File: config.mk
export PLATFORM = sky130hd
export DESIGN_NAME = logic_combiner_n_flat
export DESIGN_NICKNAME = d
export VERILOG_FILES = /design/src/rtl/logic_combiner_n_if.sv /design/src/rtl/logic_combiner_n.sv /design/src/flat_wrapper.sv
export SDC_FILE = /design/constraint.sdc
export NUM_CORES = 1
export LEC_CHECK = 0
export CORE_MARGIN = 3
export CORE_UTILIZATION = 59
export CTS_CLUSTER_SIZE = 28
export DETAILED_ROUTE_END_ITERATION = 7
export PLACE_DENSITY = 0.8
export SLEW_MARGIN = 20
export SYNTH_ARGS = -nofsm -noshare
export SYNTH_HDL_FRONTEND = slang
export SYNTH_SLANG_ARGS = --single-unit
File: constraint.sdc
create_clock -name CLK -period 3.58 [get_ports CLK]
set_input_delay 0.895 -clock CLK [delete_from_list [all_inputs] [get_ports CLK]]
set_output_delay 0.895 -clock CLK [all_outputs]
set_load 0.02 [all_outputs]
File: src/rtl/logic_combiner_n_if.sv
// Register-style write/read bus for logic_combiner_n.
interface logic_combiner_n_if #(
  parameter int W = 8
);
  logic [3:0]   write_address;
  logic [W-1:0] write_data;
  logic         write_en;
  logic         write_rdy;
  logic [3:0]   read_address;
  logic         read_en;
  logic [W-1:0] read_data;
  logic         read_rdy;

  modport master (
    output write_address, write_data, write_en, read_address, read_en,
    input  write_rdy, read_data, read_rdy
  );

  modport slave (
    input  write_address, write_data, write_en, read_address, read_en,
    output write_rdy, read_data, read_rdy
  );
endinterface

File: src/rtl/logic_combiner_n.sv
// N-channel logic combiner: per-channel input FIFOs are popped together and
// reduced (OR/AND/XOR/channel-0) into an output FIFO read through a register map.
module logic_combiner_n #(
  parameter int NCH       = 2,
  parameter int W         = 8,
  parameter int IN_DEPTH  = 2,
  parameter int OUT_DEPTH = 4
) (
  input  logic              CLK,
  input  logic              RST,
  logic_combiner_n_if.slave bus
);

  localparam int IAW = $clog2(IN_DEPTH);
  localparam int ICW = IAW + 1;
  localparam int OAW = $clog2(OUT_DEPTH);
  localparam int OCW = OAW + 1;

  typedef enum logic [1:0] {
    MODE_OR  = 2'd0,
    MODE_AND = 2'd1,
    MODE_XOR = 2'd2,
    MODE_CH0 = 2'd3
  } mode_t;

  logic [W-1:0]   in_mem_q  [NCH][IN_DEPTH];
  logic [IAW-1:0] in_rd_q   [NCH];
  logic [IAW-1:0] in_rd_d   [NCH];
  logic [IAW-1:0] in_wr_q   [NCH];
  logic [IAW-1:0] in_wr_d   [NCH];
  logic [ICW-1:0] in_cnt_q  [NCH];
  logic [ICW-1:0] in_cnt_d  [NCH];

  logic [W-1:0]   out_mem_q [OUT_DEPTH];
  logic [OAW-1:0] out_rd_q, out_rd_d;
  logic [OAW-1:0] out_wr_q, out_wr_d;
  logic [OCW-1:0] out_cnt_q, out_cnt_d;

  mode_t          mode_q, mode_d;
  logic [7:0]     drop_q, drop_d;

  logic [NCH-1:0] in_full, in_empty, push_in;
  logic           clr, drop, fire, pop_out, out_full, out_empty;
  logic [W-1:0]   result, out_head;

  assign bus.write_rdy = 1'b1;
  assign bus.read_rdy  = 1'b1;

  // Decode strobes; all flags are taken from pre-edge state.
  always_comb begin
    clr      = bus.write_en && (bus.write_address == 4'd13);
    in_full  = '0;
    in_empty = '0;
    push_in  = '0;
    drop     = 1'b0;
    for (int unsigned i = 0; i < NCH; i++) begin
      in_full[i]  = (in_cnt_q[i] == ICW'(IN_DEPTH));
      in_empty[i] = (in_cnt_q[i] == '0);
      if (bus.write_en && (bus.write_address == 4'(i))) begin
        if (in_full[i]) drop = 1'b1;
        else            push_in[i] = 1'b1;
      end
    end
    out_full  = (out_cnt_q == OCW'(OUT_DEPTH));
    out_empty = (out_cnt_q == '0);
    fire      = !(|in_empty) && !out_full && !clr;
    pop_out   = bus.read_en && (bus.read_address == 4'd9) && !out_empty && !clr;
    out_head  = out_empty ? '0 : out_mem_q[out_rd_q];
  end

  // Reduce the current channel heads according to the registered mode.
  always_comb begin
    logic [W-1:0] or_acc, and_acc, xor_acc;
    or_acc  = '0;
    and_acc = '1;
    xor_acc = '0;
    for (int unsigned i = 0; i < NCH; i++) begin
      or_acc  = or_acc  | in_mem_q[i][in_rd_q[i]];
      and_acc = and_acc & in_mem_q[i][in_rd_q[i]];
      xor_acc = xor_acc ^ in_mem_q[i][in_rd_q[i]];
    end
    case (mode_q)
      MODE_OR:  result = or_acc;
      MODE_AND: result = and_acc;
      MODE_XOR: result = xor_acc;
      default:  result = in_mem_q[0][in_rd_q[0]];
    endcase
  end

  // Next-state for pointers, occupancies, mode and drop counter.
  always_comb begin
    in_rd_d   = in_rd_q;
    in_wr_d   = in_wr_q;
    in_cnt_d  = in_cnt_q;
    out_rd_d  = out_rd_q;
    out_wr_d  = out_wr_q;
    out_cnt_d = out_cnt_q;
    mode_d    = mode_q;
    drop_d    = drop_q;
    if (clr) begin
      for (int unsigned i = 0; i < NCH; i++) begin
        in_rd_d[i]  = '0;
        in_wr_d[i]  = '0;
        in_cnt_d[i] = '0;
      end
      out_rd_d  = '0;
      out_wr_d  = '0;
      out_cnt_d = '0;
      drop_d    = '0;
    end else begin
      for (int unsigned i = 0; i < NCH; i++) begin
        in_rd_d[i]  = in_rd_q[i] + IAW'(fire);
        in_wr_d[i]  = in_wr_q[i] + IAW'(push_in[i]);
        in_cnt_d[i] = in_cnt_q[i] + ICW'(push_in[i]) - ICW'(fire);
      end
      out_rd_d  = out_rd_q + OAW'(pop_out);
      out_wr_d  = out_wr_q + OAW'(fire);
      out_cnt_d = out_cnt_q + OCW'(fire) - OCW'(pop_out);
      if (drop && (drop_q != 8'hFF)) drop_d = drop_q + 8'd1;
      if (bus.write_en && (bus.write_address == 4'd12)) mode_d = mode_t'(bus.write_data[1:0]);
    end
  end

  // Control state register with asynchronous reset.
  always_ff @(posedge CLK or posedge RST) begin
    if (RST) begin
      for (int unsigned i = 0; i < NCH; i++) begin
        in_rd_q[i]  <= '0;
        in_wr_q[i]  <= '0;
        in_cnt_q[i] <= '0;
      end
      out_rd_q  <= '0;
      out_wr_q  <= '0;
      out_cnt_q <= '0;
      mode_q    <= MODE_OR;
      drop_q    <= '0;
    end else begin
      in_rd_q   <= in_rd_d;
      in_wr_q   <= in_wr_d;
      in_cnt_q  <= in_cnt_d;
      out_rd_q  <= out_rd_d;
      out_wr_q  <= out_wr_d;
      out_cnt_q <= out_cnt_d;
      mode_q    <= mode_d;
      drop_q    <= drop_d;
    end
  end

  // FIFO storage; contents are only meaningful through the occupancy counters.
  always_ff @(posedge CLK) begin
    for (int unsigned i = 0; i < NCH; i++) begin
      if (push_in[i]) in_mem_q[i][in_wr_q[i]] <= bus.write_data;
    end
    if (fire) out_mem_q[out_wr_q] <= result;
  end

  // Combinational register read mux.
  always_comb begin
    bus.read_data = '0;
    for (int unsigned i = 0; i < NCH; i++) begin
      if (bus.read_address == 4'(i)) bus.read_data = W'(!in_full[i]);
    end
    case (bus.read_address)
      4'd8:    bus.read_data = W'(!out_empty);
      4'd9:    bus.read_data = out_head;
      4'd10:   bus.read_data = W'(mode_q);
      4'd11:   bus.read_data = W'(drop_q);
      4'd12:   bus.read_data = W'(out_cnt_q);
      default: ;
    endcase
  end

endmodule

File: src/flat_wrapper.sv
// flat-port wrapper written by rule: the top's interface ports become plain ports
module logic_combiner_n_flat 
#(
  parameter int NCH       = 2,
  parameter int W         = 8,
  parameter int IN_DEPTH  = 2,
  parameter int OUT_DEPTH = 4
)
  (CLK, RST, bus_write_address, bus_write_data, bus_write_en, bus_read_address, bus_read_en, bus_write_rdy, bus_read_data, bus_read_rdy);
  logic_combiner_n_if #(.W(W)) bus_i ();
  input  logic CLK;
  input  logic RST;
  input wire logic [$bits(bus_i.write_address)-1:0] bus_write_address;
  input wire logic [$bits(bus_i.write_data)-1:0] bus_write_data;
  input wire logic [$bits(bus_i.write_en)-1:0] bus_write_en;
  input wire logic [$bits(bus_i.read_address)-1:0] bus_read_address;
  input wire logic [$bits(bus_i.read_en)-1:0] bus_read_en;
  output wire logic [$bits(bus_i.write_rdy)-1:0] bus_write_rdy;
  output wire logic [$bits(bus_i.read_data)-1:0] bus_read_data;
  output wire logic [$bits(bus_i.read_rdy)-1:0] bus_read_rdy;
  assign bus_i.write_address = bus_write_address;
  assign bus_i.write_data = bus_write_data;
  assign bus_i.write_en = bus_write_en;
  assign bus_i.read_address = bus_read_address;
  assign bus_i.read_en = bus_read_en;
  assign bus_write_rdy = bus_i.write_rdy;
  assign bus_read_data = bus_i.read_data;
  assign bus_read_rdy = bus_i.read_rdy;
  logic_combiner_n #(.NCH(NCH), .W(W), .IN_DEPTH(IN_DEPTH), .OUT_DEPTH(OUT_DEPTH)) u_core (.CLK(CLK), .RST(RST), .bus(bus_i));
endmodule
After elaboration in Yosys (flattened, before gate mapping)
Memories as Yosys holds them, arrays and structs flattened.
Cells that the tools add are included.
Word-level totals
  flip-flop bits (word level): 25
  bits in writable memories: 64
  input bits: 20
  output and inout port bits: 10
  logic and storage cells: 123
  memories: 2
Memories
  u_core.in_mem_q: words 2, bits a word 16, rd ports 2, clocked after Yosys merged registers in 0, write ports 1, RTL line logic_combiner_n.sv:26  | logic [W-1:0] in_mem_q [NCH][IN_DEPTH];
  u_core.out_mem_q: words 4, bits a word 8, rd ports 1, clocked after Yosys merged registers in 0, write ports 1, RTL line logic_combiner_n.sv:34  | logic [W-1:0] out_mem_q [OUT_DEPTH];
Cells by class
  $add $sub $neg: 13
  $lt $le $gt $ge: 6
  equality and inequality tests: 15
  mux-type cells: 40
  bitwise operators: 8
  reduce and logical (&&, ||, !) cells: 28
Operators with widths (number)
  two-way mux 8 bit: 11
  two-way mux 16 bit: 4
  case mux 8 bit (5 select lines): 1
  equality test 4 bit (second input constant): 7
  case mux 8 bit (3 select lines): 1
  demux 8 bit (select 1 bit): 2
  OR reduction 16 bit: 1
  two-way mux 1 bit: 15
  logical AND 1 bit: 12
  adder 2 x 1 -> 2 bit: 4
  adder 8 x 1 -> 8 bit (second input constant): 1
  bitwise AND 8 bit: 1
  equality test 4 x 1 -> 1 bit (second input constant): 2
  >= comparator 2 bit (second input constant): 4
  zero test 4 bit: 2
  two-way mux 2 bit: 4
  inequality test 8 bit (second input constant): 1
  NOT 1 -> 2 bit: 4
  bitwise OR 8 bit: 1
  XOR 8 bit: 1
  equality test 2 bit (second input constant): 3
  zero test 1 bit: 6
  zero test 2 bit: 3
  adder 1 bit: 4
  13 further kinds: 15

Longest topological paths before layout
Gate-level depths: netlist (run 1).
  depth after elaboration: 8
  gate-level depth with buffers: 13
  depth with buffers taken out: 12

Worst setup path before layout (run 1)
No wires, ideal clock.
  kind: input port to flip-flop
  from: in bus_read_address[1]
  to: reg u_core.out_cnt_q[2]
  setup time: 0.132 ns
  data arrival time: 2.897 ns
  data required time: 3.448 ns
  slack: 0.551 ns
  stages: 12
  path buffers: 1
  cells stage by stage: nor4b_1 -> and2_1 -> clkbuf_1 -> and3_1 -> ha_1 -> inv_1 -> ha_1 -> inv_1 -> fa_1 -> xor2_1 -> xnor2_1 -> nor2_1
On the way
  cells in the longest elaborated chain, start to end: 6
Ends and longest elaborated chain
  start: declaration: RTL line flat_wrapper.sv:16  | input wire logic [$bits(bus_i.read_address)-1:0] bus_read_address;
  equality test 4 bit: RTL line logic_combiner_n.sv:67  | pop_out = bus.read_en && (bus.read_address == 4'd9) && !out_empty && !clr;
  logical AND 1 bit (3 in series): RTL line logic_combiner_n.sv:67
  subtractor 3 x 1 -> 3 bit: RTL line logic_combiner_n.sv:118  | out_cnt_d = out_cnt_q + OCW'(fire) - OCW'(pop_out);
  two-way mux 3 bit: RTL line logic_combiner_n.sv:100  | if (clr) begin
  net u_core.out_cnt_d[2]: RTL line logic_combiner_n.sv:37  | logic [OCW-1:0] out_cnt_q, out_cnt_d;
  end signal: assignment: RTL line logic_combiner_n.sv:143  | out_cnt_q <= out_cnt_d;
  end: declaration: RTL line logic_combiner_n.sv:37
The timed path passes the listed nets, and every way through them passes these cells.
A chain may end at the register's enable or synchronous reset.

Worst setup path after layout (run 1)
  from: in bus_read_address[2]
  to: out bus_read_data[1]
On the way
  cells in the longest elaborated chain, start to end: 2
  elaborated cells on any way between the ends: 6
  classes of those cells: 5 x eq/ne; 1 x mux
Ends and longest elaborated chain
  equality test 4 bit: RTL line logic_combiner_n.sv:163  | case (bus.read_address)
  case mux 8 bit (5 select lines) (*): RTL line logic_combiner_n.sv:163
  end: declaration: RTL line flat_wrapper.sv:19  | output wire logic [$bits(bus_i.read_data)-1:0] bus_read_data;
Mark *: on every way between the ends. The rest lies on a longest branch, timed or not.

==> flow_metrics.py, run 1 <==
metrics = {
    "sta": {
        "period_needed_ns": 3.44,
        "finClkSkew_ns": 0.0133,
        "finalHoldViolations": 0,
        "worst_slack_ns": 0.142,
        "final.period_utilization_pct": 96.0,
        "setup_violations": 0,
        "slew_headroom_pct": 36.5,
        "fmax_mhz": 291,
        "drv_slew": 0,
        "tightest_slew_ns": 0.952,
        "rsz0062_at_grt": "no",
    },
    "detailed_routing": {
        "remaining_drc_errors": 0,
        "drtPass1Iterations": 4,
        "drtIter0Drc": 170,
        "postRouteAntennaNets": 0,
        "viasPerCell": 5.70,
        "drt_wl_total_mm": 7.80,
        "drt-wirelength-per-cell_um": 17.5,
        "num_vias": 2546,
    },
    "min_path": {
        "holdPathStages": 2,
        "hold_end": "u_core.drop_q[5]",
        "hold_path_class": "reg2reg",
        "hold_path.startpoint": "u_core.drop_q[5]",
    },
    "run": {
        "maxCapViolCount": 0,
    },
    "cells_and_area": {
        "fin_cells": 447,
        "multiInputGateArea_mm2": 0.00165,
        "n_fill_cell": 472,
        "diodes": 0,
        "syn_to_final_growth_pct": 14.0,
        "drive_gt1_share_pct": 15.7,
        "finalNetCount": 397,
        "regArea_mm2": 0.00255,
    },
    "worst_setup_path": {
        "rr_endpoint": "u_core.out_cnt_q[2]",
        "r2r_slack_ns": 0.93,
        "cp-start-kind": "input port",
        "setup.worst_path.class": "in2out",
        "reg2reg_depth": 12,
        "regToRegStartpoint": "u_core.out_cnt_q[1]",
        "end_kind": "output port",
        "cp.arrival_ns": 2.54,
        "required_ns": 2.68,
        "cp_max_fo": 4,
    },
    "clocking": {
        "cts_root_buffer": "clkbuf_8",
        "clk_pin_slew_ns": 0.07,
        "cts_resized": 11,
        "cts.sinks": 89,
        "clk_latency_ns": 0.36,
        "h-tree-depth": 3,
        "cts-hold-fix-buffers": 0,
        "clk_path_buf_depth": 2,
        "cts_tree": "yes",
        "numCtsBuffers": 9,
        "cts_setup_buffers": 0,
    },
    "global_route": {
        "grtUsageMet3_pct": 3.28,
        "grt_usage_pct": 20.6,
        "grt_overflow": 0,
        "grt_pass1_vias": 2630,
        "grt_pass1_wl_mm": 13.0,
        "antenna_found_initial": 0,
        "grt_util_met2_pct": 35.1,
        "grt_util_met1_pct": 26.0,
        "busiest_layer": "met2",
        "grt_start_max_net_pins": 26,
    },
    "synth": {
        "yosysWarningCount": 0,
        "synthXorXnorAreaFrac_pct": 2.00,
        "synth_simple_gate_area_share_pct": 8.41,
        "synth_top_family_by_area": "multiplexers",
        "synth-adder-area-share_pct": 8.73,
        "ys_ff_latch": 89,
        "synthMuxAreaShare_pct": 13.5,
        "synth_edf_count": 64,
        "syn_area_mm2": 0.00439,
        "synthArstFlopShare_pct": 28.1,
        "netlist-cell-type-count": 46,
        "synthFlopType": "edfxtp_1",
        "avgSynthCellArea_um2": 14.1,
        "synth_compound_area_share_pct": 4.42,
        "ys_seq_area_share_pct": 58.1,
        "syn_inst": 311,
    },
    "power": {
        "p_leak_uw": 0.00203,
        "p_per_area_mw_per_mm2": 690,
        "irDropWorstVdd_mv": 0.391,
    },
    "floorplan": {
        "die-area_mm2": 0.00851,
        "core_mm2": 0.00702,
        "pin_count": 30,
        "die_y_um": 92.2,
        "fp.dieW_um": 92.2,
        "num_rows": 30,
        "initial_utilization_pct": 62.5,
    },
    "status": {
        "outcome": "finished clean",
    },
    "place": {
        "port_buffers": 27,
        "place_congestion": 0.891,
        "dpl.cell_count": 432,
        "hpwl_mm": 5.74,
        "dp_slack_ns": -0.192,
    },
}
## worst max-delay path by stage
| stage | startpoint | to | depth (start not counted) |
|---|---|---|---|
| global route | bus_read_address[1] | bus_read_data[4] | 7 |
| finish | bus_read_address[2] | bus_read_data[1] | 6 |
| global placement | bus_read_address[1] | bus_read_data[1] | 5 |
| floorplan | bus_read_address[1] | u_core.out_cnt_q[2] | 12 |
| CTS | bus_read_address[1] | bus_read_data[2] | 5 |
| detailed placement | bus_read_address[1] | bus_read_data[1] | 5 |
## kinds of logic (layout without fill, tap and decap cells)
logic type                 after synthesis  in the layout
other                                    1              2
DFF                                     89             89
xor gates and xnor gates                10             10
muxes                                   38             38
AOI/OAI and AO/OA                       26             26
adders and majority gates               30             30
buffers and inverters                   52             91
and+or+nand+nor                         65             65
## power by group
part | internal (uW) | total, uW | switching (uW)
logic | 569 | 1100 | 532
registers | 1420 | 1640 | 228
clock network | 387 | 705 | 319
total | 2370 | 3450 | 1080
## critical path, stage by stage
cell and delay, ns:
clkdlybuf4s50_1 0.48, nor2b_2 0.20, a22o_1 0.22, and3_1 0.18, a221o_1 0.25, dlygate4sd2_1 0.32
## synthesized netlist by cell type, types with 4 or more instances
master    number  area share (%)
and2_1         6            0.86
o31ai_1        5            0.86
ha_1          29             8.3
nand2_1        9            0.77
clkbuf_1      10            0.86
mux4_2        16             8.2
nor2b_1        5            0.71
nand3_1        6            0.68
mux2_2        10             2.6
xnor2_1        7             1.4
inv_1         39             3.3
nor2_1        15             1.3
edfxtp_1      64              44
a21oi_1        4            0.46
mux2i_1       12             2.7
dfrtp_1       25              14
a22o_1         7             1.4
## cells in the final DEF (no fill, tap or decap), types with 10 or more instances in the layout
cell type | synthesis | routed
inv_1 | 39 | 39
nor2_1 | 15 | 15
mux2i_1 | 12 | 12
dfrtp_1 | 25 | 25
buf_4 | 2 | 10
mux2_2 | 10 | 10
ha_1 | 29 | 29
edfxtp_1 | 64 | 64
mux4_2 | 16 | 16
clkdlybuf4s50_1 | 0 | 19
## through the flow
step	hold WS, ns	setup TNS, ns	total power (uW)	utilization, %	cell area [um2]
6_report	0.596	0	3450	71.2	5000
5_1_grt	0.619	0	3690	71.2	5000
4_1_cts	0.595	0	3480	71.2	5000
3_5_place_dp	0.575	-1.41	2780	68.3	4790
3_3_place_gp	0.554	-0.698	2690	68.3	4790
2_1_floorplan	0.517	0	2440	-	4390
## metal layers
metal / share of wire (%) / wire length, um
met4: 1.6 / 126
met3: 4.1 / 322
met5: 0 / 0
met1: 42 / 3260
met2: 52 / 4090
## registers in the layout (all words and copies together) (netlist names)
signal and count:
u_core.drop_q 8, u_core.in_cnt_q 4, u_core.in_mem_q 32, u_core.in_rd_q 2, u_core.in_wr_q 2, u_core.mode_q 2, u_core.out_cnt_q 3, u_core.out_mem_q 32
u_core.out_rd_q 2, u_core.out_wr_q 2
## layout make-up
class,count,area share [%]
sequential,89,50.9
multi-input combinational,171,32.9
timing repair buffer,37,6.78
inverter,39,2.93
clock buffer,11,2.63
tap,96,2.40
clock inverter,4,1.38
No activity file was read; power rests on OpenSTA's default activity.
==> run 2: changes to the inputs <==
- RECOVER_POWER: not set -> 25
==> run 2 against run 1 <==
Against the previous run:
- utilization is the same
- critical path depth is the same
- flip-flop and latch count is the same
- clock skew is the same
- via count is essentially flat
- clock power is essentially flat
- die area is the same
- clock-buffer cell count is the same
- sequential power is essentially flat
- setup slack is the same
- critical endpoint unchanged
==> flow_metrics.py, run 2 (same netlist as run 1, synthesis figures left out) <==
metrics = {
    "status": {
        "outcome": "finished clean",
    },
    "worst_setup_path": {
        "cp.arrival_ns": 2.54,
        "required_ns": 2.68,
        "end_kind": "output port",
        "setup.worst_path.class": "in2out",
        "cp-start-kind": "input port",
        "cp_max_fo": 4,
    },
    "floorplan": {
        "die-area_mm2": 0.00851,
        "fp.dieW_um": 92.2,
        "initial_utilization_pct": 62.5,
        "num_rows": 30,
        "die_y_um": 92.2,
        "pin_count": 30,
        "core_mm2": 0.00702,
    },
    "global_route": {
        "grtUsageMet3_pct": 3.28,
        "grt_overflow": 0,
        "antenna_found_initial": 0,
        "grt_util_met2_pct": 35.1,
        "grt_pass1_wl_mm": 13.0,
        "grt_usage_pct": 20.6,
        "busiest_layer": "met2",
        "grt_pass1_vias": 2630,
        "grt_util_met1_pct": 26.0,
        "grt_start_max_net_pins": 26,
    },
    "sta": {
        "period_needed_ns": 3.44,
        "finalHoldViolations": 0,
        "setup_violations": 0,
        "final.period_utilization_pct": 96.0,
        "tightest_slew_ns": 0.952,
        "fmax_mhz": 291,
        "finClkSkew_ns": 0.0133,
        "tns_ns": 0,
        "slew_headroom_pct": 36.5,
        "drv_slew": 0,
        "rsz0062_at_grt": "no",
    },
    "clocking": {
        "cts_root_buffer": "clkbuf_8",
        "numCtsBuffers": 9,
        "cts_tree": "yes",
        "cts_setup_buffers": 0,
        "cts_resized": 11,
        "h-tree-depth": 3,
        "cts-hold-fix-buffers": 0,
        "clk_pin_slew_ns": 0.07,
        "clk_path_buf_depth": 2,
        "cts.sinks": 89,
        "clk_latency_ns": 0.36,
    },
    "detailed_routing": {
        "postRouteAntennaNets": 0,
        "drt-wirelength-per-cell_um": 17.4,
        "drtIter0Drc": 170,
        "remaining_drc_errors": 0,
        "num_vias": 2545,
        "drtPass1Iterations": 4,
        "viasPerCell": 5.69,
        "drt_wl_total_mm": 7.80,
    },
    "cells_and_area": {
        "finalNetCount": 397,
        "drive_gt1_share_pct": 15.7,
        "layout_commonest_cell": "edfxtp_1",
        "syn_to_final_growth_pct": 14.0,
        "mostFrequentLayoutCells": "edfxtp_1 (64), inv_1 (39), ha_1 (29)",
        "fin_util_pct": 71.2,
        "diodes": 0,
    },
    "power": {
        "p_per_area_mw_per_mm2": 690,
        "p_leak_uw": 0.00203,
        "irDropWorstVdd_mv": 0.391,
    },
    "run": {
        "maxCapViolCount": 0,
    },
    "min_path": {
        "hold_path_class": "reg2reg",
    },
    "place": {
        "place_congestion": 0.891,
        "port_buffers": 27,
        "hpwl_mm": 5.74,
    },
}
## run 2: power by group
group	internal, uW	switching (uW)
logic	567	532
clock network	387	319
registers	1420	228
## run 2: worst max-delay path, stage by stage
cell and delay, ns:
clkdlybuf4s50_1 0.48, nor2b_2 0.20, a22o_1 0.22, and3_1 0.18, a221o_1 0.25, dlygate4sd2_1 0.32
## run 2: cell type report
cell class                 instances  area [um2]
clock buffer                      11         131
clock inverter                     4        68.8
fill                             472        2020
inverter                          39         146
multi-input combinational        171        1650
sequential                        89        2550
tap                               96         120
timing repair buffer              37         339
## run 2: metrics by stage
step / total power (uW) / worst slack [ns] / instance area [um2] / hold slack [ns] / std cells
2_1_floorplan: 2440 / 0.551 / 4390 / 0.517 / 312
3_3_place_gp: 2690 / -0.130 / 4790 / 0.554 / 432
3_5_place_dp: 2780 / -0.192 / 4790 / 0.575 / 432
4_1_cts: 3480 / 0.00896 / 5000 / 0.595 / 447
5_1_grt: 3680 / 0.0568 / 5000 / 0.619 / 447
6_report: 3450 / 0.142 / 5000 / 0.596 / 447
## run 2: worst paths after layout
path	startpoint	to	slack [ns]	depth (start not counted)
max in group asynchronous	RST	u_core.out_wr_q[1]	1.79	2
worst min register to register	u_core.drop_q[5]	u_core.drop_q[5]	0.60	2
worst max-delay path	bus_read_address[2]	bus_read_data[1]	0.14	6
worst max register to register	u_core.out_cnt_q[1]	u_core.out_cnt_q[2]	0.93	12
worst min-delay path	u_core.drop_q[5]	u_core.drop_q[5]	0.60	2
min in group asynchronous	RST	u_core.drop_q[1]	1.19	2
## run 2: routing by layer
layer | part of all wire [%] | vias to the layer above | wire length [um]
met3 | 4.1 | 11 | 322
met4 | 1.6 | 0 | 126
li1 | - | 1200 | -
met2 | 52 | 57 | 4090
met1 | 42 | 1277 | 3260
met5 | 0 | - | 0
